==> src/rtl/cdf_pkg.sv <==
// Shared constants and FSM state type for the CDF accumulate stage.
package cdf_pkg;
   localparam int DEF_BIN_W = 16;
   localparam int DEF_SUM_W = 20;
   localparam int ADDR_W    = 16;

   typedef enum logic [1:0] {
      IDLE  = 2'd0,
      READ  = 2'd1,
      DRAIN = 2'd2,
      DONE  = 2'd3
   } cdf_state_e;
endpackage

==> src/rtl/cdf_accumulate_if.sv <==
// Histogram-memory read port plus the result beat bus that feeds the CDF store stage.
interface cdf_accumulate_if
   import cdf_pkg::*;
#(
   parameter int BIN_W = DEF_BIN_W,
   parameter int SUM_W = DEF_SUM_W
) ();
   logic              ReadEnable;
   logic [ADDR_W-1:0] ReadAddress;
   logic [BIN_W-1:0]  ReadData;
   logic              StartOut;
   logic [SUM_W-1:0]  ResultOut;
   logic [ADDR_W-1:0] StoreAddressOut;

   modport master (
      output ReadEnable, ReadAddress, StartOut, ResultOut, StoreAddressOut,
      input  ReadData
   );

   modport slave (
      input  ReadEnable, ReadAddress, StartOut, ResultOut, StoreAddressOut,
      output ReadData
   );
endinterface

==> src/rtl/cdf_accumulate.sv <==
// Streams NUM_BINS histogram bins, emits running-sum beats for the store stage and tracks CdfMin.
// Build option CDF_SATURATE_EN: the running sum clamps at its maximum instead of wrapping.
module cdf_accumulate
   import cdf_pkg::*;
#(
   parameter int NUM_BINS = 256,
   parameter int BIN_W    = DEF_BIN_W,
   parameter int SUM_W    = DEF_SUM_W
) (
   input  logic              clock,
   input  logic              reset,
   input  logic              Start,
   input  logic [ADDR_W-1:0] HistBaseAddr,
   input  logic [ADDR_W-1:0] StoreBaseAddr,
   cdf_accumulate_if.master  bus,
   output logic [SUM_W-1:0]  CdfMin,
   output logic              Busy,
   output logic              done
);
   localparam int               CNT_W    = (NUM_BINS > 1) ? $clog2(NUM_BINS) : 1;
   localparam logic [CNT_W-1:0] LAST_CNT = CNT_W'(NUM_BINS - 1);

   cdf_state_e        state_r, state_s;
   logic              rd_en_s, accept_s;
   logic [ADDR_W-1:0] rd_addr_s;
   logic [CNT_W-1:0]  rd_cnt_s;
   logic              read_en_r, issued_r;
   logic [ADDR_W-1:0] read_addr_r;
   logic [CNT_W-1:0]  rd_cnt_r;
   logic [SUM_W-1:0]  sum_r, sum_s;
   logic [ADDR_W-1:0] st_addr_r;
   logic              start_out_r;
   logic [SUM_W-1:0]  result_r;
   logic [ADDR_W-1:0] store_addr_r;
   logic              min_found_r;
   logic [SUM_W-1:0]  min_val_r, cdf_min_r;
   logic              busy_r, done_r;

   function automatic logic [SUM_W-1:0] add_bin(input logic [SUM_W-1:0] acc,
                                                input logic [BIN_W-1:0] bin);
`ifdef CDF_SATURATE_EN
      logic [SUM_W:0] wide;
      wide = {1'b0, acc} + (SUM_W+1)'(bin);
      if (wide[SUM_W]) begin
         add_bin = {SUM_W{1'b1}};
      end else begin
         add_bin = wide[SUM_W-1:0];
      end
`else
      add_bin = acc + SUM_W'(bin);
`endif
   endfunction

   assign sum_s = add_bin(sum_r, bus.ReadData);

   // FSM state register
   always_ff @(posedge clock) begin
      if (reset) begin
         state_r <= IDLE;
      end else begin
         state_r <= state_s;
      end
   end

   // Next state and next read-port values
   always_comb begin
      state_s   = state_r;
      rd_en_s   = 1'b0;
      rd_addr_s = '0;
      rd_cnt_s  = rd_cnt_r;
      accept_s  = 1'b0;
      case (state_r)
         IDLE: begin
            if (Start) begin
               state_s   = READ;
               accept_s  = 1'b1;
               rd_en_s   = 1'b1;
               rd_addr_s = HistBaseAddr;
               rd_cnt_s  = '0;
            end else begin
               state_s = IDLE;
            end
         end
         READ: begin
            if (rd_cnt_r == LAST_CNT) begin
               state_s = DRAIN;
            end else begin
               rd_en_s   = 1'b1;
               rd_addr_s = read_addr_r + ADDR_W'(1);
               rd_cnt_s  = rd_cnt_r + CNT_W'(1);
            end
         end
         // The last beat is on the bus once no read is in flight
         DRAIN: begin
            if (!issued_r && start_out_r) begin
               state_s = DONE;
            end else begin
               state_s = DRAIN;
            end
         end
         DONE:    state_s = IDLE;
         default: state_s = IDLE;
      endcase
   end

   // Read port, accumulator, result beat and status registers
   always_ff @(posedge clock) begin
      if (reset) begin
         read_en_r    <= 1'b0;
         read_addr_r  <= '0;
         rd_cnt_r     <= '0;
         issued_r     <= 1'b0;
         sum_r        <= '0;
         st_addr_r    <= '0;
         start_out_r  <= 1'b0;
         result_r     <= '0;
         store_addr_r <= '0;
         min_found_r  <= 1'b0;
         min_val_r    <= '0;
         cdf_min_r    <= '0;
         busy_r       <= 1'b0;
         done_r       <= 1'b0;
      end else begin
         read_en_r   <= rd_en_s;
         read_addr_r <= rd_addr_s;
         rd_cnt_r    <= rd_cnt_s;
         issued_r    <= read_en_r;
         busy_r      <= (state_s == READ) || (state_s == DRAIN);
         done_r      <= (state_s == DONE);

         if (accept_s) begin
            sum_r       <= '0;
            st_addr_r   <= StoreBaseAddr;
            min_found_r <= 1'b0;
            min_val_r   <= '0;
         end else if (issued_r) begin
            sum_r     <= sum_s;
            st_addr_r <= st_addr_r + ADDR_W'(1);
            if (!min_found_r && (sum_s != '0)) begin
               min_found_r <= 1'b1;
               min_val_r   <= sum_s;
            end else begin
               min_found_r <= min_found_r;
            end
         end else begin
            sum_r <= sum_r;
         end

         // Idle beats carry zeros because the store stage registers unconditionally
         if (issued_r) begin
            start_out_r  <= 1'b1;
            result_r     <= sum_s;
            store_addr_r <= st_addr_r;
         end else begin
            start_out_r  <= 1'b0;
            result_r     <= '0;
            store_addr_r <= '0;
         end

         if (state_s == DONE) begin
            cdf_min_r <= min_val_r;
         end else begin
            cdf_min_r <= cdf_min_r;
         end
      end
   end

   assign bus.ReadEnable      = read_en_r;
   assign bus.ReadAddress     = read_addr_r;
   assign bus.StartOut        = start_out_r;
   assign bus.ResultOut       = result_r;
   assign bus.StoreAddressOut = store_addr_r;
   assign CdfMin              = cdf_min_r;
   assign Busy                = busy_r;
   assign done                = done_r;
endmodule

==> src/flat_wrapper.sv <==
// flat-port wrapper written by rule: the top's interface ports become plain ports
module cdf_accumulate_flat import cdf_pkg::*;
#(
   parameter int NUM_BINS = 256,
   parameter int BIN_W    = DEF_BIN_W,
   parameter int SUM_W    = DEF_SUM_W
)
  (clock, reset, Start, HistBaseAddr, StoreBaseAddr, CdfMin, Busy, done, bus_ReadEnable, bus_ReadAddress, bus_StartOut, bus_ResultOut, bus_StoreAddressOut, bus_ReadData);
  cdf_accumulate_if #(.BIN_W(BIN_W), .SUM_W(SUM_W)) bus_i ();
  input  logic clock;
  input  logic reset;
  input  logic Start;
  input  logic [ADDR_W-1:0] HistBaseAddr;
  input  logic [ADDR_W-1:0] StoreBaseAddr;
  output logic [SUM_W-1:0] CdfMin;
  output logic Busy;
  output logic done;
  output wire logic [$bits(bus_i.ReadEnable)-1:0] bus_ReadEnable;
  output wire logic [$bits(bus_i.ReadAddress)-1:0] bus_ReadAddress;
  output wire logic [$bits(bus_i.StartOut)-1:0] bus_StartOut;
  output wire logic [$bits(bus_i.ResultOut)-1:0] bus_ResultOut;
  output wire logic [$bits(bus_i.StoreAddressOut)-1:0] bus_StoreAddressOut;
  input wire logic [$bits(bus_i.ReadData)-1:0] bus_ReadData;
  assign bus_ReadEnable = bus_i.ReadEnable;
  assign bus_ReadAddress = bus_i.ReadAddress;
  assign bus_StartOut = bus_i.StartOut;
  assign bus_ResultOut = bus_i.ResultOut;
  assign bus_StoreAddressOut = bus_i.StoreAddressOut;
  assign bus_i.ReadData = bus_ReadData;
  cdf_accumulate #(.NUM_BINS(NUM_BINS), .BIN_W(BIN_W), .SUM_W(SUM_W)) u_core (.clock(clock), .reset(reset), .Start(Start), .HistBaseAddr(HistBaseAddr), .StoreBaseAddr(StoreBaseAddr), .bus(bus_i), .CdfMin(CdfMin), .Busy(Busy), .done(done));
endmodule
==> config.mk <==
export PLATFORM = sky130hd
export DESIGN_NAME = cdf_accumulate_flat
export DESIGN_NICKNAME = d
export VERILOG_FILES = /design/src/rtl/cdf_pkg.sv /design/src/rtl/cdf_accumulate_if.sv /design/src/rtl/cdf_accumulate.sv /design/src/flat_wrapper.sv
export SDC_FILE = /design/constraint.sdc
export NUM_CORES = 1
export LEC_CHECK = 0
export ABC_AREA = 1
export CAP_MARGIN = 20
export CORE_MARGIN = 4
export CORE_UTILIZATION = 57
export CTS_BUF_LIST = sky130_fd_sc_hd__clkbuf_16
export DETAILED_ROUTE_END_ITERATION = 7
export GPL_ROUTABILITY_DRIVEN = 0
export GPL_TIMING_DRIVEN = 0
export PLACE_DENSITY = 0.89
export SLEW_MARGIN = 20
export SYNTH_ARGS = -nofsm -noshare
export SYNTH_HDL_FRONTEND = slang
export SYNTH_SLANG_ARGS = --single-unit
==> constraint.sdc <==
create_clock -name clock -period 7.1 [get_ports clock]
set_input_delay 1.065 -clock clock [delete_from_list [all_inputs] [get_ports clock]]
set_output_delay 1.065 -clock clock [all_outputs]
set_load 0.02 [all_outputs]
==> summary.md, run 1 <==
| Metric | Value |
|---|---|
| Clk buf depth | `2` |
| Clk slew on worst S/H paths | `0.06 ns` |
| Setup violations, final | `0` |
| Vias | `6867` |
| Setup WS post-layout | `3.49 ns` |
| DR iter-0 viols | `811` |
| Ant diodes | `0` |
| Root buf cell | `clkbuf_16` |
| Core ar. | `0.0116 sq mm` |
| Post-synthesis sequential area ratio | `0.422` |
| Antenna-violating nets left | `0` |
| Critical Path Start Type | `input port` |
| Gr ovfl total | `0` |
| Setup Fix Bufs, Post-CTS | `0` |
| Top FF cell, synth | `dfxtp_1` |
| Detailed Routing Iterations Pass 1 | `8` |
| IO Pins | `127` |
| Setup TNS | `0 ns` |
| Pre-CTS setup slack | `3.11 ns` |
| Starting Density | `0.590` |
| Status | `complete, no violations` |
| DIE WIDTH | `117 microns` |
| Die ar. | `0.0138 sq mm` |
| Worst-Margin Slew | `0.643 ns` |
| Register bit total from synthesis | `144` |
| Vias in the first global route | `6358` |
| Syn Inst Count | `982` |
| Syn Nets | `1055` |
| Multi-input gate area | `0.00330 sq mm` |
| Avg Vias per Cell | `5.36` |
| CTS Buf Count | `17` |
| Initial antenna violation count | `0` |
| H-tree levels | `4` |
| Fill count | `818` |
| Clock sinks | `144` |
| Routed len/inst | `14.4 microns` |
| RSZ-0062 raised after global routing | `false` |
| Crit path from | `bus_ReadData[0]` |
| Setup CP Type | `in -> reg` |
| CP Max Fanout | `10` |
| Number of synthesized flops with an enable pin | `0` |
| Fmax | `0.277 GHz` |
| WP data required | `7.42 ns` |
| Largest net degree at the start of global routing | `17` |
| Fin crit share | `0.508` |
| HP Start | `u_core.min_found_r$_SDFFE_PP0P_` |
| Area Overhead vs Synth | `28.8%` |
| Num rows | `39` |
| Pwr per Cell Area | `218 mW/mm^2` |
| Crit. End Element | `flip-flop` |
| Leak | `3.92 nW` |
| Nets@finish | `1200` |
| Hold buffer count at cts | `0` |
| Post-Syn Area | `0.00683 sq mm` |
| Drc violations | `0` |
| Syn. warnings | `0` |
| Routed Wire Length | `18.4 mm` |
| Commonest non-fill, non-tap cell in the layout | `nand2_1` |
| GRT Total Usage | `0.267` |
| Async SR Flop Fraction | `0` |
| PostCTS Resize Cnt | `0` |
| Synth Area per Inst | `6.95 sq um` |
| CTS tree | `built` |
| Total power draw | `1.91 mW` |
| Reg area | `0.00288 sq mm` |
| Min-delay worst type | `reg -> reg` |
| Port Buffers | `126` |
| Share of layout cells above drive strength 1 | `0.0448` |
| Synth cell types | `36` |
| Die Height | `117 microns` |
| Skew-Pair Late Insertion Delay | `0.43 ns` |
| VDD IR max | `0.000160 V` |
| Tmin final | `3.61 ns` |
| Hpwl dp | `13.6 mm` |
| Final Slew Violations | `0` |
| Leading cell types in the layout, fill and taps excluded | `nand2_1 (228), nor2_1 (156), dfxtp_1 (144)` |
| Worst reg2reg path startpoint | `u_core.sum_r[0]$_SDFFE_PP0P_` |
| Arrival time at the worst endpoint | `3.92 ns` |
| Max_cap viols | `0` |
| Final Skew | `0.00827 ns` |
| First-pass GRT wire length | `30.2 mm` |
| Rel. slew slack | `0.570` |
| Final count of hold timing violations | `0` |
-- synthesized netlist by cell type (4+ instances only) --
master,n,area share
o211ai_1,11,0.012
inv_1,127,0.070
nor2_2,6,0.0055
nand3_2,4,0.0059
xor2_1,17,0.022
nor3_1,11,0.0081
nor2_1,156,0.086
nand2_1,228,0.13
a31oi_1,4,0.0037
nand3b_1,7,0.0077
nand4_1,13,0.012
o21ai_0,44,0.032
nand2_2,7,0.0064
a21oi_1,76,0.056
dfxtp_1,144,0.42
ha_1,21,0.038
nand3_1,48,0.035
clkbuf_1,23,0.013
o21bai_1,5,0.0055
-- critical path, cell delays in order --
cell and delay, ns:
clkdlybuf4s50_1 0.51, ha_1 0.21, inv_1 0.07, fa_1 0.41, inv_1 0.11, nand2_1 0.05
nand2_1 0.07, nand3_1 0.10, nand2_1 0.12, nand2_1 0.06, nand2_1 0.15, nand2_1 0.09
nor2_1 0.15, nand2_1 0.08, nor2_2 0.13, nand3_4 0.14, buf_6 0.18, a21oi_1 0.15
nor2_1 0.07
-- path summary, 6_finish.rpt --
kind                                       to  slack, ns  cells past startpoint
max          u_core.min_val_r[4]$_SDFFE_PP0P_       3.49                     19
min           u_core.min_found_r$_SDFFE_PP0P_       0.46                      2
max reg2reg  u_core.min_val_r[4]$_SDFFE_PP0P_       4.31                     18
min reg2reg   u_core.min_found_r$_SDFFE_PP0P_       0.46                      2
-- per-stage QoR --
stage | utilization | instances | cell area, sq um | hold WS [ns]
after CTS | 0.760 | 1282 | 8790 | 0.452
after global placement | 0.715 | 1251 | 8270 | 0.439
after floorplan | - | 982 | 6830 | 0.430
after global routing | 0.760 | 1282 | 8790 | 0.471
after detailed placement | 0.715 | 1251 | 8270 | 0.442
final | 0.760 | 1282 | 8790 | 0.461
-- where the power goes --
| part | internal [mW] | switching (mW) | leakage, nW | total, mW |
|---|---|---|---|---|
| Clock | 0.470 | 0.335 | 0.257 | 0.806 |
| Combinational | 0.0974 | 0.153 | 2.49 | 0.251 |
| Sequential | 0.837 | 0.0208 | 1.17 | 0.858 |
-- kinds of logic (layout without fill, tap and decap cells) --
family	Yosys count	after routing	synth area share
compound gates	146	146	0.116
xor+xnor	20	20	0.0257
fa+ha+maj	22	22	0.0414
buf+inv	163	320	0.0940
flops	144	144	0.422
simple gates	487	487	0.300
-- sequential cells by signal, indices dropped and copies added (netlist names) --
| signal | cells |
|---|---|
| u_core.min_val_r | 20 |
| u_core.sum_r | 20 |
| u_core.st_addr_r | 16 |
| u_core.issued_r | 1 |
| u_core.done | 1 |
| u_core.bus.ReadAddress | 16 |
| u_core.bus.StartOut | 1 |
| u_core.bus.StoreAddressOut | 16 |
| u_core.min_found_r | 1 |
| u_core.bus.ReadEnable | 1 |
| u_core.Busy | 1 |
| u_core.state_r | 2 |
| u_core.CdfMin | 20 |
| u_core.bus.ResultOut | 20 |
| u_core.rd_cnt_r | 8 |
-- routing by layer --
layer,global-route usage,up-vias,part of all wire
met5,0,-,0
met4,0.0894,0,0.020
met3,0.0616,33,0.077
met2,0.442,279,0.47
met1,0.346,3159,0.43
li1,-,3396,-
-- area by class of cell --
| type | instances | area share |
|---|---|---|
| Multi-Input combinational cell | 675 | 0.375 |
| Sequential cell | 144 | 0.328 |
| Timing Repair Buffer | 126 | 0.143 |
| Inverter | 130 | 0.0555 |
| Clock buffer | 17 | 0.0484 |
| Tap cell | 143 | 0.0203 |
| Buffer | 33 | 0.0175 |
| Clock inverter | 14 | 0.0117 |
Power figures use the tool's default switching activity.
==> run 2: changes to the inputs <==
- CORE_UTILIZATION: 57 -> 47
- PLACE_DENSITY: 0.89 -> 0.79
- clock period: 7.1 -> 3 ns (I/O delays scaled with it)
==> run 2 against run 1 <==
Non-clock buffer count stayed put; via count decreased by 2.2%; hold slack got worse by 0.00053 ns; critical endpoint is now u_core.min_val_r[12]$_SDFFE_PP0P_; sequential share of layout area shrank 0.40 points; sequential power up 140%; largest power group is now clock.
==> summary.md, run 2 (same netlist as run 1, synthesis figures left out) <==
| Metric | Value |
|---|---|
| Status | `complete, no violations` |
| Core ar. | `0.0140 sq mm` |
| Reg area | `0.00288 sq mm` |
| Antenna-violating nets left | `0` |
| Worst-Margin Slew | `0.673 ns` |
| Reg2Reg Depth | `13` |
| Gr ovfl total | `0` |
| GRT Total Usage | `0.227` |
| Rel. slew slack | `0.551` |
| Die Height | `129 microns` |
| Vias in the first global route | `6424` |
| Setup violations, final | `0` |
| Routed Wire Length | `18.6 mm` |
| Leading cell types in the layout, fill and taps excluded | `nand2_1 (227), nor2_1 (156), dfxtp_1 (144)` |
| Crit. End Element | `flip-flop` |
| Tmin final | `2.81 ns` |
| Critical Path Start Type | `input port` |
| Final count of hold timing violations | `0` |
| Ant diodes | `0` |
| Port Buffers | `126` |
| CTS tree | `built` |
| Reg2reg setup slack | `0.37 ns` |
| Detailed Routing Iterations Pass 1 | `8` |
| Top cell by count, worst path | `nand2_1` |
| Clk slew on worst S/H paths | `0.06 ns` |
| Final instance count without filler cells | `1320` |
| Nets@finish | `1200` |
| CP Max Fanout | `10` |
| WP data required | `3.31 ns` |
| Vias | `6719` |
| Starting Density | `0.486` |
| DP Cell Count | `1288` |
| Num rows | `43` |
| Fin crit share | `0.935` |
| Root buf cell | `clkbuf_16` |
| Final Skew | `0.0101 ns` |
| Crit path from | `bus_ReadData[0]` |
| DR iter-0 viols | `444` |
| Commonest non-fill, non-tap cell in the layout | `nand2_1` |
| Die ar. | `0.0165 sq mm` |
| DIE WIDTH | `129 microns` |
| IO Pins | `127` |
| Arrival time at the worst endpoint | `3.11 ns` |
| Worst reg2reg path startpoint | `u_core.rd_cnt_r[0]$_SDFFE_PP0P_` |
| Fmax | `0.356 GHz` |
| CTS Buf Count | `17` |
| Setup CP Type | `in -> reg` |
| Leak | `3.96 nW` |
| First-pass GRT wire length | `30.2 mm` |
| Clk buf depth | `2` |
| Largest net degree at the start of global routing | `17` |
| Worst setup path endpoint | `u_core.min_val_r[12]$_SDFFE_PP0P_` |
| Total power draw | `4.70 mW` |
| Routed len/inst | `14.1 microns` |
| Min-delay worst type | `reg -> reg` |
| Skew-Pair Late Insertion Delay | `0.42 ns` |
| Area Overhead vs Synth | `30.4%` |
| Drc violations | `0` |
| Crit-path max cell delay | `0.51 ns` |
| Share of layout cells above drive strength 1 | `0.0500` |
| Avg Vias per Cell | `5.09` |
| Critical Path, Cell by Cell | `clkdlybuf4s50_1, ha_2, inv_1, fa_2, inv_2, nand2_1, nand2_1, nand3_1, nand2_1, nand2_1, nand2_2, nand2_1, nor2_1, nand2_1, nor2_2, nand3_4, buf_6, a21oi_1, nor2_1` |
| Final Slew Violations | `0` |
| Reg-to-Reg End | `u_core.CdfMin[15]$_SDFFE_PP0P_` |
| Fill count | `1259` |
| Max_cap viols | `0` |
| H-tree levels | `4` |
| Clock sinks | `144` |
| Pwr per Cell Area | `528 mW/mm^2` |
| Multi-input gate area | `0.00331 sq mm` |
| Initial antenna violation count | `0` |
| RSZ-0062 raised after global routing | `false` |
| VDD IR max | `0.000429 V` |
| CP max stage cell | `clkdlybuf4s50_1` |
| Hpwl dp | `14.0 mm` |
==> run 2: changes by cell type in the layout (fill, tap and decap cells not counted), moves of 2 or more <==
cell / delta
inv_1: +2
bufinv_16: +2
clkinv_1: -3
clkinvlp_4: -2
==> run 2: timing repair <==
action,CTS,global route
setup buffers,0,1
setup endpoints to repair,0,31
endpoints found under the hold margin,0,0
hold buffers,0,0
resized for setup,0,4
==> run 2: report_power, final <==
group,internal (mW),switching (mW)
logic,0.231,0.360
registers,1.98,0.0487
clock network,1.29,0.795
==> run 2: per-layer routing <==
layer / part of all wire / global-route usage / wire [microns] / vias to the layer above
met5: 0 / 0 / 0 / -
met4: 0.020 / 0.0766 / 372 / 0
met3: 0.067 / 0.0428 / 1250 / 30
met2: 0.47 / 0.366 / 8670 / 230
met1: 0.45 / 0.308 / 8270 / 3055
li1: - / - / - / 3404
==> run 2: how the worst min path moves through the flow <==
stage | startpoint | endpoint | slack, ns | cells after the start
floorplan | u_core.min_found_r$_SDFFE_PP0P_ | u_core.min_found_r$_SDFFE_PP0P_ | 0.43 | 2
CTS | u_core.min_found_r$_SDFFE_PP0P_ | u_core.min_found_r$_SDFFE_PP0P_ | 0.46 | 2
finish | u_core.min_found_r$_SDFFE_PP0P_ | u_core.min_found_r$_SDFFE_PP0P_ | 0.46 | 2
global placement | u_core.min_found_r$_SDFFE_PP0P_ | u_core.min_found_r$_SDFFE_PP0P_ | 0.44 | 2
global route | u_core.min_found_r$_SDFFE_PP0P_ | u_core.min_found_r$_SDFFE_PP0P_ | 0.48 | 2
detailed placement | u_core.min_found_r$_SDFFE_PP0P_ | u_core.min_found_r$_SDFFE_PP0P_ | 0.44 | 2
==> run 2: critical path, delay by kind of cell <==
kind	cells	cell delay, ns
and+or+nand+nor	12	1.16
buffers and inverters	4	0.81
adders and majority gates	2	0.56
AOI/OAI and AO/OA	1	0.14
==> run 2: final cells by class <==
type,count,share of cell area
Multi-Input combinational cell,675,0.372
Sequential cell,144,0.324
Timing Repair Buffer,127,0.143
Inverter,130,0.0548
Clock buffer,17,0.0478
Tap cell,180,0.0253
Clock inverter,15,0.0171
Buffer,32,0.0169
==> run 2: stage by stage <==
stage	setup slack (ns)	utilization	setup TNS (ns)	instance area, sq um	hold slack [ns]
floorplan	0.615	-	0	6830	0.430
global placement	-0.319	0.592	-6.37	8310	0.439
detailed placement	-0.362	0.592	-7.14	8310	0.442
CTS	0.0809	0.633	0	8890	0.460
global route	0.00970	0.634	0	8900	0.480
finish	0.195	0.634	0	8900	0.460
